--- config.mk ---
export PLATFORM = sky130hd
export DESIGN_NAME = pwr_sequencer
export DESIGN_NICKNAME = d
export VERILOG_FILES = /design/src/rtl/pwr_sequencer.sv
export SDC_FILE = /design/constraint.sdc
export NUM_CORES = 1
export LEC_CHECK = 0
export CAP_MARGIN = 15
export CORE_UTILIZATION = 50
export CTS_CLUSTER_SIZE = 30
export DETAILED_ROUTE_END_ITERATION = 10
export PLACE_DENSITY = 0.67
export RECOVER_POWER = 50
export SETUP_SLACK_MARGIN = 0.2
export SYNTH_ARGS = -nofsm -noshare
export SYNTH_HDL_FRONTEND = slang
export SYNTH_SLANG_ARGS = --single-unit
export TNS_END_PERCENT = 100
--- constraint.sdc ---
create_clock -name clk -period 2.61 [get_ports clk]
set_input_delay 0.3915 -clock clk [delete_from_list [all_inputs] [get_ports clk]]
set_output_delay 0.3915 -clock clk [all_outputs]
set_load 0.02 [all_outputs]
--- src/rtl/pwr_sequencer.sv ---
// pwr_sequencer: push-button power sequencer driving NUM_RAILS ordered rail enables with fault abort
module pwr_sequencer #(
  parameter int NUM_RAILS   = 2,
  parameter int DEB_CYCLES  = 1048576,
  parameter int STEP_CYCLES = 1048576
) (
  input  logic                 clk,
  input  logic                 rst,
  input  logic                 btn,
  input  logic                 fault,
  output logic [NUM_RAILS-1:0] rail_en,
  output logic                 pwr_good,
  output logic                 busy,
  output logic                 fault_latched
);
  localparam int DW = $clog2(DEB_CYCLES);
  localparam int SW = $clog2(STEP_CYCLES);
  localparam logic [DW-1:0] DEB_MAX  = DW'(DEB_CYCLES - 1);
  localparam logic [SW-1:0] STEP_MAX = SW'(STEP_CYCLES - 1);
  typedef enum logic [2:0] {OFF_REL, OFF_ARM, RAMP_UP, ON_REL, ON_ARM, RAMP_DN} state_t;
  state_t               r_state;
  logic [1:0]           r_btn_sync;
  logic [1:0]           r_flt_sync;
  logic [DW-1:0]        r_deb;
  logic [SW-1:0]        r_step;
  logic                 w_btn;
  logic                 w_flt;
  logic                 w_level;
  logic                 w_deb_done;
  logic                 w_step_done;
  logic                 w_abort;
  logic [NUM_RAILS-1:0] w_up_next;
  logic [NUM_RAILS-1:0] w_dn_next;
  assign w_btn       = r_btn_sync[1];
  assign w_flt       = r_flt_sync[1];
  assign pwr_good    = (r_state == ON_REL) || (r_state == ON_ARM);
  assign busy        = (r_state == RAMP_UP) || (r_state == RAMP_DN);
  assign w_deb_done  = w_level && (r_deb == DEB_MAX);
  assign w_step_done = busy && (r_step == STEP_MAX);
  assign w_abort     = w_flt && ((r_state == RAMP_UP) || pwr_good);
  // rails are always a contiguous run from bit 0, so shifting adds or drops the top rail
  assign w_up_next   = (rail_en << 1) | NUM_RAILS'(1);
  assign w_dn_next   = rail_en >> 1;
  // qualifying button level for the current debounce state; a press is not honoured during a fault
  always_comb begin
    w_level = 1'b0;
    case (r_state)
      OFF_REL, ON_REL: w_level = !w_btn;
      OFF_ARM:         w_level = w_btn && !w_flt;
      ON_ARM:          w_level = w_btn;
      default:         w_level = 1'b0;
    endcase
  end
  // two-flop synchronisers for the asynchronous button and fault pins
  always_ff @(posedge clk or posedge rst) begin
    if (rst) begin
      r_btn_sync <= '0;
      r_flt_sync <= '0;
    end else begin
      r_btn_sync <= {r_btn_sync[0], btn};
      r_flt_sync <= {r_flt_sync[0], fault};
    end
  end
  // sequencing FSM with debounce and step timers; a fault abort overrides the normal transition
  always_ff @(posedge clk or posedge rst) begin
    if (rst) begin
      r_state       <= OFF_REL;
      rail_en       <= '0;
      fault_latched <= 1'b0;
      r_deb         <= '0;
      r_step        <= '0;
    end else begin
      r_deb  <= (w_level && !w_deb_done) ? r_deb + 1'b1 : '0;
      r_step <= (busy && !w_step_done) ? r_step + 1'b1 : '0;
      case (r_state)
        OFF_REL: if (w_deb_done) r_state <= OFF_ARM;
        OFF_ARM: if (w_deb_done) begin
          rail_en       <= NUM_RAILS'(1);
          fault_latched <= 1'b0;
          r_state       <= (NUM_RAILS == 1) ? ON_REL : RAMP_UP;
        end
        RAMP_UP: if (w_step_done) begin
          rail_en <= w_up_next;
          if (w_up_next[NUM_RAILS-1]) r_state <= ON_REL;
        end
        ON_REL: if (w_deb_done) r_state <= ON_ARM;
        ON_ARM: if (w_deb_done) begin
          rail_en <= w_dn_next;
          r_state <= (w_dn_next == '0) ? OFF_REL : RAMP_DN;
        end
        RAMP_DN: if (w_step_done) begin
          rail_en <= w_dn_next;
          if (w_dn_next == '0) r_state <= OFF_REL;
        end
        default: r_state <= OFF_REL;
      endcase
      if (w_abort) begin
        rail_en       <= w_dn_next;
        fault_latched <= 1'b1;
        r_deb         <= '0;
        r_step        <= '0;
        r_state       <= (w_dn_next == '0) ? OFF_REL : RAMP_DN;
      end
    end
  end
endmodule
==> results.ini <==
[placed_design]
dpl_cell_area_mm2 = 0.002683
gp_congestion = 0.7680
port_buffers = 8
dp_hpwl_mm = 2.814

[yosys]
async_reset_ff_share_pct = 100.0
synth_ff_type = dfrtp_1
synth_top_area_share_pct = 49.21
ys_warn_count = 0
seq_area_frac_synth_pct = 49.21
netlist_area_mm2 = 0.002542
yosysUniqueCellTypes = 44
synth_edf_count = 0
syn-instance-count = 257
yosys.area.top_type = dfrtp_1
synth_most_common_cell = nor2_1
synth_area_leaders = dfrtp_1 (49%), nor2_1 (7.7%), xor2_1 (6.9%), xnor2_1 (5.2%), nand2_1 (3.2%)
postSynthAreaPerCell_um2 = 9.893
syn-num-nets = 263
synth_common_cells = nor2_1 (52), dfrtp_1 (50), nand2_1 (22)
synth-seq-cells = 50

[detailed_routing]
routed_wl_mm = 4.170
via_per_inst = 5.214
vias = 1752
wl_per_cell_um = 12.41
antenna_left = 0
dr.first_iter.drc_count = 125
drc = 0
dr.pass1.iters = 4

[power_and_ir_drop]
power_density_mw_per_mm2 = 450.2
ir_drop_v = 0.0003321
p_switching_mw = 0.2628
p_int_mw = 0.9782
pwr-share-seq_pct = 63.6
clkPwrFrac_pct = 33.3
combPwrFrac_pct = 3.1
swShare_pct = 21.18
p_leak_nw = 1.164

[global_route]
grt_pass1_vias = 1629
grt-ovfl-total = 0
grtUsageMet3_pct = 4.527
top_usage_layer = met2
grt_pass1_wl_mm = 7.279
grt_use_met2_pct = 27.57
grtUsageTotal_pct = 17.68
met1_usage_pct = 25.09
grt_max_degree = 51
antenna_found_initial = 0

[final_layout]
final_area_mm2 = 0.002756
nets = 275
drive_above_1_share_pct = 7.807
multi_input_area_mm2 = 0.001192
syn2layout_area_growth_pct = 8.415
antenna-diode-count = 0
final-seq-area_mm2 = 0.001251
fillerInstances = 453

[sta]
worst_pin_slew_ns = 1.213
rsz0062_at_grt = false
finalSetupTns_ns = 0
max_freq_mhz = 447.7
slew_violations = 0
hold_viol_final = 0
hold_slack_ns = 0.3480
fin_crit_sh_pct = 85.58
period_needed_ns = 2.234
skew_ns = 0.01137
max-slew-margin-rel_pct = 19.12
setup_viol = 0

[worst_hold_path]
hold_path_class = flop to flop

[floorplanning]
die_h_um = 73.31
dieArea_mm2 = 0.005374
die_x_um = 73.31
ios = 9
coreArea_mm2 = 0.004817
initial_core_util_pct = 52.78
rows = 25

[worst_setup_path]
path_class = flop to output port
arrival_ns = 1.84
setup.worst_path.end_class = output port
cp-start-kind = flop
cp_max_fo = 15
cp_data_required_time_ns = 2.22

[run_status]
outcome = finished clean

[cts]
cts.clk_slew.worst_paths_ns = 0.09
cts_tree = built
numCtsBuffers = 5
h-tree-depth = 2
worstSkewPairLatency_ns = 0.29
clock_sinks = 50
cts_root_buffer = clkbuf_8
clockBufferDepth = 2
cts_hold_buffers = 0
cts_setup_buffers = 0
cts_resized = 0

[job]
maxCapViolCount = 0

## placed cells by master, fill, tap and decap left out, types with 2 or more instances in the layout
master	instances
nand4_1	7
mux2i_1	2
nand2b_1	3
nand2_1	22
a21o_1	2
o2111ai_2	2
clkdlybuf4s50_1	5
xnor2_1	15
inv_1	6
or2_1	2
o21ai_0	5
o21a_1	2
dfrtp_1	50
clkbuf_1	2
nand3_1	14
clkbuf_8	5
a2bb2oi_1	2
dlygate4sd3_1	3
a221o_1	2
nor3_1	3
xor2_1	20
a21oi_1	5
and4_1	5
nor2_1	52
ha_1	2
buf_4	5
and3_1	5
## sequential cells by signal (all words and copies together), names as in the netlist
signal,cells
r_deb,20
r_step,20
r_state,3
r_btn_sync,2
r_flt_sync,2
rail_en,2
fault_latched,1
## stage by stage
step / setup WS, ns / cells / total power, mW / utilization, %
4_1_cts: 0.3817 / 336 / 1.267 / 57.27
3_3_place_gp: 0.4914 / 329 / 0.8450 / 55.69
6_report: 0.3764 / 336 / 1.241 / 57.22
5_1_grt: 0.2267 / 336 / 1.301 / 57.22
3_5_place_dp: 0.4414 / 329 / 0.8460 / 55.69
2_1_floorplan: 0.4878 / 257 / 0.8332 / -
## kinds of logic after synthesis
kind of cell             count (synthesis)  share of synthesized area (%)
AND/OR/NAND/NOR                        122                          24.02
flip-flops                              50                          49.21
XOR/XNOR                                35                          12.06
AO/OA/AOI/OAI                           28                          8.464
buffers and inverters                   17                          3.888
multiplexers                             3                          1.378
adder cells (fa/ha/maj)                  2                         0.9841
## power groups by stage
| stage | sequential [mW] | clock, mW | combinational, mW |
|---|---|---|---|
| 6_report | 0.789 | 0.414 | 0.0385 |
| 5_1_grt | 0.790 | 0.465 | 0.0451 |
| 4_1_cts | 0.789 | 0.437 | 0.0420 |
| 3_5_place_dp | 0.804 | 0 | 0.0419 |
| 3_3_place_gp | 0.804 | 0 | 0.0411 |
| 2_1_floorplan | 0.800 | 0 | 0.0328 |
## metal layers
layer  wire, um  up-vias  part of all wire, %
met1       2123      833                   51
li1           -      896                    -
met2       1906       21                   46
met4         27        0                 0.65
met5          0        -                    0
met3        112        2                  2.7
## worst max-delay path: stages (launching register included)
cell and delay, ns:
dfrtp_1 0.57, nor2_1 0.20, nand2_1 0.09, o21ai_0 0.07, clkdlybuf4s50_1 0.62
## worst paths after layout
check | start | endpoint | slack, ns | cells past startpoint
hold / removal | r_btn_sync[0] | r_btn_sync[1] | 0.35 | 0
hold reg to reg | r_btn_sync[0] | r_btn_sync[1] | 0.35 | 0
min in group asynchronous | rst | r_step[5] | 0.93 | 3
setup / recovery | r_state[0] | pwr_good | 0.38 | 4
max in group asynchronous | rst | r_deb[5] | 0.94 | 3
setup reg to reg | r_deb[0] | rail_en[0] | 0.44 | 7
## cell type report
cell class	instances	area share (%)
clock buffer	7	2.769
multi-input combinational	190	43.26
inverter	8	1.089
sequential	50	45.39
timing repair buffer	14	4.448
tap	67	3.041
Power figures use the tool's default switching activity.
